`src/rtl/cc_pkg.sv`:
```
// ---------------------------------------------------------------------------
// cc_pkg
// Shared definitions for the shared-encoder arbiter:
//   DEF_DATA_WIDTH / DEF_CODE_WIDTH : default data and codeword widths
//   PAD_PATTERN                     : fixed low nibble appended to every word
//   state_t                         : arbiter FSM states (IDLE, HOLD)
// ---------------------------------------------------------------------------
package cc_pkg;

    localparam int         DEF_DATA_WIDTH = 8;
    localparam int         DEF_CODE_WIDTH = DEF_DATA_WIDTH + 4;
    localparam logic [3:0] PAD_PATTERN    = 4'b1010;

    typedef enum logic {
        IDLE = 1'b0,
        HOLD = 1'b1
    } state_t;

endpackage : cc_pkg

```
`src/rtl/direct_encoder.sv`:
```
// ---------------------------------------------------------------------------
// direct_encoder
// Purely combinational encoder: codeword = {data, PAD_PATTERN}.
// Ports:
//   data     : input  DATA_WIDTH  raw data word
//   codeword : output CODE_WIDTH  data in the upper bits, pad nibble in [3:0]
// ---------------------------------------------------------------------------
module direct_encoder
    import cc_pkg::*;
#(
    parameter int DATA_WIDTH = DEF_DATA_WIDTH,
    parameter int CODE_WIDTH = DEF_CODE_WIDTH
) (
    input  logic [DATA_WIDTH-1:0] data,
    output logic [CODE_WIDTH-1:0] codeword
);

    assign codeword = {data, PAD_PATTERN};

endmodule : direct_encoder

```
`src/rtl/enc_share_arbiter.sv`:
```
// ---------------------------------------------------------------------------
// enc_share_arbiter
// Round-robin arbiter letting NUM_REQ requesters share one encoder. The
// winner's data is encoded and registered, so a word granted in cycle t is
// presented with out_valid in cycle t+1 and held until out_ready.
// Ports:
//   clk, rst_n   : clock, asynchronous active-low reset
//   enable       : 1 = new grants allowed (a held word drains regardless)
//   req_valid    : per-requester valid
//   req_data     : requester i data at [i*DATA_WIDTH +: DATA_WIDTH]
//   req_ready    : one-hot accept, only in the grant cycle
//   out_valid    : codeword valid (state == HOLD)
//   out_ready    : downstream accept
//   out_codeword : registered encoded word
//   out_id       : index of the requester that owns out_codeword
//   busy         : state != IDLE
// ---------------------------------------------------------------------------
module enc_share_arbiter
    import cc_pkg::*;
#(
    parameter int NUM_REQ    = 4,
    parameter int DATA_WIDTH = DEF_DATA_WIDTH,
    parameter int CODE_WIDTH = DEF_CODE_WIDTH
) (
    input  logic                          clk,
    input  logic                          rst_n,
    input  logic                          enable,
    input  logic [NUM_REQ-1:0]            req_valid,
    input  logic [NUM_REQ*DATA_WIDTH-1:0] req_data,
    output logic [NUM_REQ-1:0]            req_ready,
    output logic                          out_valid,
    input  logic                          out_ready,
    output logic [CODE_WIDTH-1:0]         out_codeword,
    output logic [$clog2(NUM_REQ)-1:0]    out_id,
    output logic                          busy
);

    localparam int ID_W = $clog2(NUM_REQ);

    state_t              state, state_next;
    logic [ID_W-1:0]     rr_ptr;
    logic [ID_W-1:0]     winner;
    logic [ID_W-1:0]     ptr_next;
    logic                found;
    logic                grant;
    logic [DATA_WIDTH-1:0] win_data;
    logic [CODE_WIDTH-1:0] win_code;

    // First valid requester at or above ptr, wrapping. Scanning from the
    // farthest offset down lets the nearest one overwrite the result last.
    // Result is {found, index}.
    function automatic logic [ID_W:0] rr_pick(input logic [NUM_REQ-1:0] valid,
                                             input logic [ID_W-1:0]    ptr);
        logic [ID_W:0]   res;
        logic [ID_W-1:0] idx_v;
        int              idx;
        res = '0;
        for (int i = NUM_REQ - 1; i >= 0; i--) begin
            idx = int'(ptr) + i;
            if (idx >= NUM_REQ) idx = idx - NUM_REQ;
            idx_v = ID_W'(idx);
            if (valid[idx_v]) res = {1'b1, idx_v};
        end
        return res;
    endfunction

    assign {found, winner} = rr_pick(req_valid, rr_ptr);

    // rst_n gates the grant so req_ready is forced low during reset.
    assign grant = rst_n && enable && found && ((state == IDLE) || out_ready);

    assign ptr_next = (winner == ID_W'(NUM_REQ - 1)) ? '0 : winner + 1'b1;

    always_comb begin
        req_ready = '0;
        if (grant) req_ready[winner] = 1'b1;
    end

    always_comb begin
        win_data = '0;
        for (int i = 0; i < NUM_REQ; i++) begin
            if (winner == ID_W'(i)) win_data = req_data[i*DATA_WIDTH +: DATA_WIDTH];
        end
    end

    direct_encoder #(
        .DATA_WIDTH (DATA_WIDTH),
        .CODE_WIDTH (CODE_WIDTH)
    ) u_encoder (
        .data     (win_data),
        .codeword (win_code)
    );

    // FSM state register
    always_ff @(posedge clk or negedge rst_n) begin
        if (!rst_n) state <= IDLE;
        else        state <= state_next;
    end

    // FSM next state: a grant always (re)fills HOLD; otherwise HOLD drains on out_ready
    always_comb begin
        state_next = state;
        case (state)
            IDLE: if (grant) state_next = HOLD;
            HOLD: begin
                if (grant)          state_next = HOLD;
                else if (out_ready) state_next = IDLE;
            end
            default: state_next = IDLE;
        endcase
    end

    // FSM outputs
    always_comb begin
        out_valid = (state == HOLD);
        busy      = (state == HOLD);
    end

    // Output word, owner id and round-robin pointer change only on a grant
    always_ff @(posedge clk or negedge rst_n) begin
        if (!rst_n) begin
            out_codeword <= '0;
            out_id       <= '0;
            rr_ptr       <= '0;
        end else if (grant) begin
            out_codeword <= win_code;
            out_id       <= winner;
            rr_ptr       <= ptr_next;
        end
    end

endmodule : enc_share_arbiter

```
`config.mk`:
```
export PLATFORM = sky130hd
export DESIGN_NAME = enc_share_arbiter
export DESIGN_NICKNAME = d
export VERILOG_FILES = /design/src/rtl/cc_pkg.sv /design/src/rtl/direct_encoder.sv /design/src/rtl/enc_share_arbiter.sv
export SDC_FILE = /design/constraint.sdc
export NUM_CORES = 1
export LEC_CHECK = 0
export CAP_MARGIN = 10
export CORE_ASPECT_RATIO = 0.8
export CORE_MARGIN = 2
export CORE_UTILIZATION = 33
export CTS_CLUSTER_SIZE = 28
export DETAILED_ROUTE_END_ITERATION = 7
export PLACE_DENSITY_LB_ADDON = 0.12
export SLEW_MARGIN = 10
export SYNTH_ARGS = -nofsm -noshare
export SYNTH_HDL_FRONTEND = slang
export SYNTH_SLANG_ARGS = --single-unit
```
`constraint.sdc`:
```
create_clock -name clk -period 4.3 [get_ports clk]
set_input_delay 0.645 -clock clk [delete_from_list [all_inputs] [get_ports clk]]
set_output_delay 0.645 -clock clk [all_outputs]
set_load 0.02 [all_outputs]
```
; ---- Word-level counts from Yosys, hierarchy flattened
; Index checks and enable logic that the tools add are counted.
[totals]
register_bits = 15
inputBits = 40
output_inout_bits = 20
elab_cells = 60
[classes]
n_addsub = 8
n_lt_le_gt_ge = 10
eq_ne = 3
n_mux = 28
n_bitwise = 1
reduce_logical = 6
[ops]
columns = cell, count
row1 = two-way mux 8 bit, 4
row2 = < comparator 2 x 3 -> 1 bit (second input constant), 5
row3 = two-way mux 3 bit, 4
row4 = two-way mux 2 bit, 5
row5 = greater-or-equal comparator 3 bit (second input constant), 3
row6 = binary-select mux 1 bit (select 2 bit), 4
row7 = two-way mux 1 bit, 8
row8 = subtractor 2 x 1 -> 2 bit (second input constant), 4
row9 = adder 2 x 2 -> 3 bit (second input constant), 2
row10 = == test 2 bit (second input constant), 2
row11 = logical AND 1 bit, 4
row12 = two-way mux 4 bit, 1
row13 = adder 2 x 1 -> 3 bit (second input constant), 1
row14 = greater-or-equal comparator 2 x 3 -> 1 bit (second input constant), 1
row15 = adder 2 x 1 -> 2 bit (second input constant), 1
row16 = demux 1 bit (select 2 bit), 1
row17 = == test 2 x 1 -> 1 bit (second input constant), 1
row18 = greater-or-equal comparator 2 x 1 -> 1 bit (second input constant), 1
row19 = zero test 2 bit, 1
row20 = one-hot mux 1 bit (2 select lines), 1
row21 = logical OR 1 bit, 1
row22 = NOT 1 bit, 1

; ---- Longest topological paths before layout
; Gate-level depths: netlist of the first run.
[logic_depth]
word_depth = 14
depth_mapped = 9
ltp_nobuf = 7

; ---- Hierarchy
; Synthesis of the first run repeated with hierarchy kept, for this count alone.
[hier_totals]
cells_unflattened = 118
hier_area_um2 = 1206.2
[modules_own_cells]
columns = mod, instances, cells_per_inst, area_each_um2
row1 = enc_share_arbiter, 1, 104, 1108.6
row2 = direct_encoder, 1, 14, 97.6

; ---- Worst setup path before layout of the first run
; No wires, ideal clock.
[synth_path]
path_type = in2out
start = input req_valid[0]
end = output req_ready[3]
arrival_ns = 2.116
path_slack_ns = 1.539
path_stages = 7
n_path_buf = 2
cell_sequence = nor3b_1 -> nor3_1 -> and2_1 -> ha_1 -> clkbuf_1 -> clkbuf_1 -> and2_1
[synth_via]
elab_chain_cells = 11
[synth_lines]
columns = element, line_no
row1 = start: declaration, enc_share_arbiter.sv:28  ; input logic [NUM_REQ-1:0] req_valid,
row2 = binary-select mux 1 bit (select 2 bit), enc_share_arbiter.sv:62  ; if (valid[idx_v]) res = {1'b1, idx_v};
row3 = two-way mux 1 bit (not written as such), enc_share_arbiter.sv:62
row4 = two-way mux 3 bit (3 in a row), enc_share_arbiter.sv:62
row5 = two-way mux 3 bit (*), enc_share_arbiter.sv:62
row6 = named net winner[1], enc_share_arbiter.sv:42  ; logic [ID_W-1:0] winner;
row7 = < comparator 2 x 3 -> 1 bit (not written as such) / greater-or-equal comparator 2 x 1 -> 1 bit (equally long branches), enc_share_arbiter.sv:76  ; if (grant) req_ready[winner] = 1'b1;
row8 = logical AND 1 bit (not written as such), enc_share_arbiter.sv:76
row9 = two-way mux 1 bit (not written as such), enc_share_arbiter.sv:76
row10 = demux 1 bit (select 2 bit) (*), enc_share_arbiter.sv:76
row11 = two-way mux 4 bit (*), enc_share_arbiter.sv:76
row12 = end: declaration, enc_share_arbiter.sv:30  ; output logic [NUM_REQ-1:0] req_ready,
; The timed path passes the listed nets; every way through them passes the cells marked *. The select of a mux whose other input is x is not followed.

; ---- Worst setup path in the final report of the first run
[layout_path]
start = input req_valid[1]
end = output req_ready[1]
; Same word-level chain as after synthesis.

==> summary.txt, run 1 <==
Outcome
  • Status: complete, no violations

Drt
  • Drt initial violations: ~80
  • DR DRC count: 0
  • Final WL: 3.09 mm
  • WL/cell: approximately 14 um
  • Drt pass-1 iters: 4
  • ANT nets after route: 0
  • Mean number of vias per cell: 5.28
  • Vias: between 1000 and 1500

Run
  • # Max-Cap Violations: 0

Critical path
  • CP bufs+invs: 2
  • Crit end category: output pin
  • Arrival @ worst endpoint: 3.09 ns
  • Crit path max-delay family: buffers and inverters
  • Setup crit start kind: input port
  • CP required: 3.65 ns
  • Critical R2R Capture: out_codeword[7]$_DFFE_PN0P_
  • R2r worst-path depth: 7
  • Worst-path maximum fanout: 17
  • R2R Setup Slk: 2.02 ns
  • Critical Path Max Stage Delay: 0.60 ns
  • Crit Reg-Reg Startpoint: rr_ptr[1]$_DFFE_PN0P_
  • Crit Path Category: input port to output pin
  • Critical-path cell list: clkdlybuf4s50_1 > a21boi_0 > nor2_1 > nor2_1 > ha_1 > and2_1 > clkdlybuf4s50_1
  • Slowest stage cell, crit path: clkdlybuf4s50_1

Pwr
  • Max VDD drop: 0.161 mV
  • Leak: 0.661 nW
  • Power share of the combinational group: 58.0%
  • Sw frac: approximately two fifths
  • Power Density: 455 nW/um^2
  • Clock share of power: roughly 14%
  • Sw Pwr: 0.000297 W
  • Final Power: 0.000757 W
  • Sequential Power Share: 27.9%
  • Int Power: 0.000461 W

Floorplan
  • Die outline area: ~3700 um^2
  • Starting density of the core: 34.3%
  • FP Rows: 18
  • Chip Height: 54.7 um
  • Die width: 67.4 um
  • Core area: 3090 um^2
  • # IOs: 60

Min path
  • Hold Path Sink: out_codeword[3]$_DFFE_PN0P_
  • HP Class: register to register
  • Hold Path Cell Cnt: 1
  • Critical hold path startpoint: out_codeword[3]$_DFFE_PN0P_

Clock tree
  • Hold Buf Count CTS: 0
  • H-tree levels: 1
  • Longest Clk Path Bufs: 2
  • CTS tree: yes
  • CTS buffer count: 3
  • Root Driver: clkbuf_8
  • Reg clk slew, reported paths: 0.05 ns
  • Postcts setup bufs: 0
  • # resized after CTS: 0
  • Sink Count: 14
  • Worst-Skew Late Latency: 0.24 ns

STA
  • Max Freq: about 270 MHz
  • Clk_skew: 0.00270 ns
  • Setup ws final: 0.561 ns
  • Fin crit period: 3.74 ns
  • Slew HR: 37.8%
  • RSZ-0062 raised after global routing: no
  • Setup TNS: 0 ns
  • Final Hold Vio Count: 0
  • Tightest Pin Transition: a little over 0.9 ns
  • Slew Limit Fails: 0
  • Period utilization: 87.0%
  • Endpoints failing setup: 0

Synthesis
  • Synthesized area: ~1100 um^2
  • Ys Warns: 0
  • Ys flop type: dfrtp_1
  • Sequential fraction of the synthesis area: roughly a third
  • Synth cell types: 36
  • Post-synthesis async set-or-reset flop share: 100%
  • FF+latch count, synth: 14
  • Most common cell in the synthesized netlist: a31oi_1
  • Post-Syn Instances: 124
  • Post-synth EDFFs: 0
  • Commonest cells post-synth: a31oi_1, dfrtp_1, nand2_1, inv_1
  • Synth top area cells: dfrtp_1, a31oi_1, a221o_1
  • Leading area contributor after synthesis: dfrtp_1
  • Syn Area/Cell: 8.55 um^2
  • Area share of the leading cell type in the synthesized netlist: approximately a third

GRT
  • Maximum number of pins on one net before global-route repair: 18
  • Vias in the first global route: 1033
  • GR Util All Layers: about 18%
  • Initial antenna violation count: 0
  • First-pass GRT wire length: 4.87 mm
  • Global route overflow: 0

Layout
  • Area Overhead vs Synth: 56.9%
  • Antenna fix cells: 0
  • FILL cells: 285
  • Fin util: ~54%
  • Post-layout nets: 220
  • Share of layout cells above drive strength 1: under 10%
  • Area occupied by multi-input gates: 594 um^2
  • Register area: 350 um^2

Placed design
  • Dpl hpwl: 2.33 mm
  • Final GP Congestion: around 0.8
  • Pre-CTS WS: 0.593 ns
  • IO Port Bufs: 57
[registers in the layout, summed over array words and instances (netlist names)]
signal	flops
rr_ptr	2
out_id	2
busy	1
out_codeword	9
[worst max-delay path by stage]
stage / startpoint / end / slack [ns] / depth (start not counted)
floorplan: req_valid[0] / req_ready[3] / 1.54 / 7
global placement: req_valid[3] / req_ready[1] / 0.67 / 5
detailed placement: req_valid[1] / req_ready[1] / 0.59 / 7
CTS: req_valid[1] / req_ready[1] / 0.58 / 7
global route: req_valid[1] / req_ready[1] / 0.39 / 7
finish: req_valid[1] / req_ready[1] / 0.56 / 7
[logic make-up (layout without fill, tap and decap cells)]
family	Yosys count	after routing	synth area share [%]
AO/OA/AOI/OAI	41	41	27.3
adder cells (fa/ha/maj)	4	4	4.72
buffers and inverters	23	72	11.2
flip-flops	14	14	33.1
multiplexers	2	2	2.01
other	1	2	0.354
AND/OR/NAND/NOR	39	39	21.4
[layout make-up]
| class | count | area share, % |
|---|---|---|
| Sequential cell | 14 | 21.1 |
| Multi-Input combinational cell | 88 | 35.7 |
| Tap cell | 40 | 3.01 |
| Inverter | 9 | 2.03 |
| Clock buffer | 3 | 2.48 |
| Timing Repair Buffer | 60 | 35.7 |
[power groups by stage]
stage | clock (W) | sequential (W) | combinational [W]
floorplan | 0 | 0.000254 | 0.000220
global placement | 0 | 0.000210 | 0.000434
detailed placement | 0 | 0.000213 | 0.000441
CTS | 0.000109 | 0.000211 | 0.000444
global route | 0.000115 | 0.000218 | 0.000481
finish | 0.000106 | 0.000212 | 0.000439
[metal layers]
| layer | vias to the layer above | global-route usage (%) | wire length (um) |
|---|---|---|---|
| met5 | - | 0 | 0 |
| met4 | 0 | 5.10 | 30 |
| met3 | 4 | 2.47 | 209 |
| met2 | 55 | 28.4 | 1400 |
| met1 | 522 | 25.5 | 1450 |
| li1 | 548 | - | - |
[cell usage in the layout, fill, tap and decap left out, drive strengths merged, types with 2 or more instances in the layout]
master and count:
or2 2, conb 2, buf 3, a221o 8
dfrtp 14, clkdlybuf4s50 57, inv 9, a21oi 8
a31oi 16, nor2 3, clkbuf 3, nand3b 8
nor2b 2, ha 4, nor3 2, nand2 11
and2 6
[stage by stage]
stage	std cells	hold WS (ns)	area, um^2
final	214	0.507	1660
after global routing	214	0.532	1660
after CTS	214	0.518	1660
after detailed placement	211	0.504	1620
after global placement	211	0.477	1620
after floorplan	125	0.349	1060
(Power assumes the default switching activity.)
==> run 2: changes to the inputs <==
clock period = 4.56 ns   (was 4.3 ns; I/O delays follow)
==> run 2 against run 1 <==
Compared with the run above: cell area grew 1.3%; largest cell class is now non-clock buffers; critical path depth unchanged; utilization is 0.69 points higher; register-to-register slack better by 0.28 ns; count of clock-buffer cells in the layout increased by 1; setup slack better by 0.27 ns; sequential cell count stayed put; non-clock buffer count increased by 1.
==> summary.txt, run 2 (synthesis gave the netlist of run 1 again) <==
Critical path
  • Crit Path Category: input port to output pin
  • Critical Path Max Stage Delay: 0.61 ns (about the same)
  • Worst-path maximum fanout: 17 (unchanged)
  • Crit end category: output pin
  • Critical path startpoint: req_valid[1]
  • Arrival @ worst endpoint: 3.04 ns (-0.05 ns)
  • Setup crit start kind: input port
  • Critical-path cell list: clkdlybuf4s50_1 > a21boi_0 > nor2_1 > nor2_1 > ha_1 > and2_1 > clkdlybuf4s50_1
  • Crit Reg-Reg Startpoint: rr_ptr[1]$_DFFE_PN0P_
  • CP required: 3.88 ns (+0.23 ns)
  • Slowest stage cell, crit path: clkdlybuf4s50_1

Layout
  • Top Registers: out_codeword x9, out_id x2, rr_ptr x2
  • Number of flip-flops in the largest register: 9 (unchanged)
  • Most frequent cells in the layout: clkdlybuf4s50_1, a31oi_1, dfrtp_1, nand2_1, inv_1
  • Antenna fix cells: 0 (unchanged)
  • Share of layout cells above drive strength 1: 7.39% (+1.1 points)
  • Most common cell after layout, fill and taps aside: clkdlybuf4s50_1
  • Post-layout nets: 221 (+0.45%)
  • Fin util: 54.6% (+0.69 points)
  • FILL cells: 285 (unchanged)
  • Largest register by flop count: out_codeword
  • Post-Layout Cell Count: 216 (+0.93%)
  • Area Overhead vs Synth: 58.9%
  • Post-route cell area: 1680 um^2 (+1.3%)

Drt
  • Vias: 1114 (-1.3%)
  • Mean number of vias per cell: 5.16 (-2.2%)
  • ANT nets after route: 0 (unchanged)
  • Drt pass-1 iters: 4 (unchanged)
  • Final WL: 3.03 mm (-1.9%)
  • WL/cell: 14.0 um (-2.9%)
  • DR DRC count: 0 (unchanged)
  • Drt initial violations: 63 (-19%)

Clock tree
  • Sink Count: 14 (unchanged)
  • # resized after CTS: 0 (unchanged)
  • H-tree levels: 1 (unchanged)
  • Postcts setup bufs: 0 (unchanged)
  • CTS buffer count: 3 (unchanged)
  • Reg clk slew, reported paths: 0.06 ns (about the same)
  • Root Driver: clkbuf_8
  • CTS tree: yes
  • Hold Buf Count CTS: 0 (unchanged)
  • Longest Clk Path Bufs: 2 (unchanged)
  • Worst-Skew Late Latency: 0.25 ns (about the same)

GRT
  • GR Util All Layers: 17.5% (-0.45 points)
  • Vias in the first global route: 1023 (-0.97%)
  • Global route overflow: 0 (unchanged)
  • First-pass GRT wire length: 4.74 mm (-2.7%)
  • Maximum number of pins on one net before global-route repair: 18 (unchanged)
  • Initial antenna violation count: 0 (unchanged)

STA
  • Slew Limit Fails: 0 (unchanged)
  • Clk_skew: 0.00126 ns (-0.00144 ns)
  • Final Hold Vio Count: 0 (unchanged)
  • Setup TNS: 0 ns (unchanged)
  • Slew HR: 63.4% (+26 points)
  • RSZ-0062 raised after global routing: no
  • Fin crit period: around 3.7 ns
  • Tightest Pin Transition: 0.544 ns (-0.384 ns)
  • Period utilization: 81.8%
  • Max Freq: about 270 MHz
  • Endpoints failing setup: 0 (unchanged)

Floorplan
  • # IOs: 60 (unchanged)
  • FP Rows: 18 (unchanged)
  • Chip Height: 54.7 um (unchanged)
  • Die width: 67.4 um (unchanged)
  • Die outline area: 3680 um^2 (unchanged)
  • Starting density of the core: 34.3% (unchanged)
  • Core area: 3090 um^2 (unchanged)

Min path
  • Critical hold path startpoint: out_codeword[3]$_DFFE_PN0P_
  • HP Class: register to register

Pwr
  • Leak: 0.673 nW (+1.9%)
  • Power Density: 436 nW/um^2 (-4.3%)
  • Max VDD drop: 0.131 mV (-18%)

Placed design
  • Dpl hpwl: 2.28 mm (-2.4%)
  • Final GP Congestion: 0.815 (+2.9%)
  • Dpl cells: 212 (+0.47%)
  • Placed Area: 1630 um^2 (+0.46%)
  • IO Port Bufs: 57 (unchanged)

Outcome
  • Status: complete, no violations

Run
  • # Max-Cap Violations: 0 (unchanged)
[run 2: worst paths after layout]
path                                               end  slack (ns)  depth (start not counted)
hold / removal             out_codeword[3]$_DFFE_PN0P_        0.50                          1
setup / recovery                          req_ready[1]        0.83                          7
max in group asynchronous        rr_ptr[0]$_DFFE_PN0P_        3.63                          2
hold reg to reg            out_codeword[3]$_DFFE_PN0P_        0.50                          1
min in group asynchronous  out_codeword[4]$_DFFE_PN0P_        0.75                          2
setup reg to reg           out_codeword[5]$_DFFE_PN0P_        2.30                          7
[run 2: per-layer routing]
metal / GRT usage (%) / wire length (um) / share of wire, %
met2: 29.7 / 1380 / 46
met4: 5.10 / 14 / 0.46
met1: 22.6 / 1470 / 49
met5: 0 / 0 / 0
met3: 3.50 / 160 / 5.3
[run 2: final cells by class]
type | count | area, um^2 | share of cell area [%]
clock buffer | 4 | 55.1 | 3.27
inverter | 9 | 33.8 | 2.01
multi-input combinational | 88 | 594 | 35.3
sequential | 14 | 350 | 20.8
tap | 40 | 50.0 | 2.97
timing repair buffer | 61 | 601 | 35.7
[run 2: through the flow]
step / hold WS (ns) / total power (W) / setup WS [ns]
floorplan: 0.388 / 0.000446 / 1.72
global placement: 0.475 / 0.000604 / 0.927
detailed placement: 0.486 / 0.000614 / 0.830
CTS: 0.499 / 0.000736 / 0.806
global route: 0.513 / 0.000786 / 0.637
finish: 0.500 / 0.000734 / 0.832
[run 2: critical path, delay by kind of cell]
kind	cells	cell delay [ns]
buffers and inverters	2	1.16
adders and majority gates	1	0.46
and+or+nand+nor	3	0.45
AOI/OAI and AO/OA	1	0.29
[run 2: power by group]
group | switching [W] | leakage [nW] | total [W] | internal (W)
clock | 0.0000465 | 0.0288 | 0.000123 | 0.0000765
sequential | 0.0000321 | 0.159 | 0.000199 | 0.000167
combinational | 0.000203 | 0.485 | 0.000412 | 0.000209
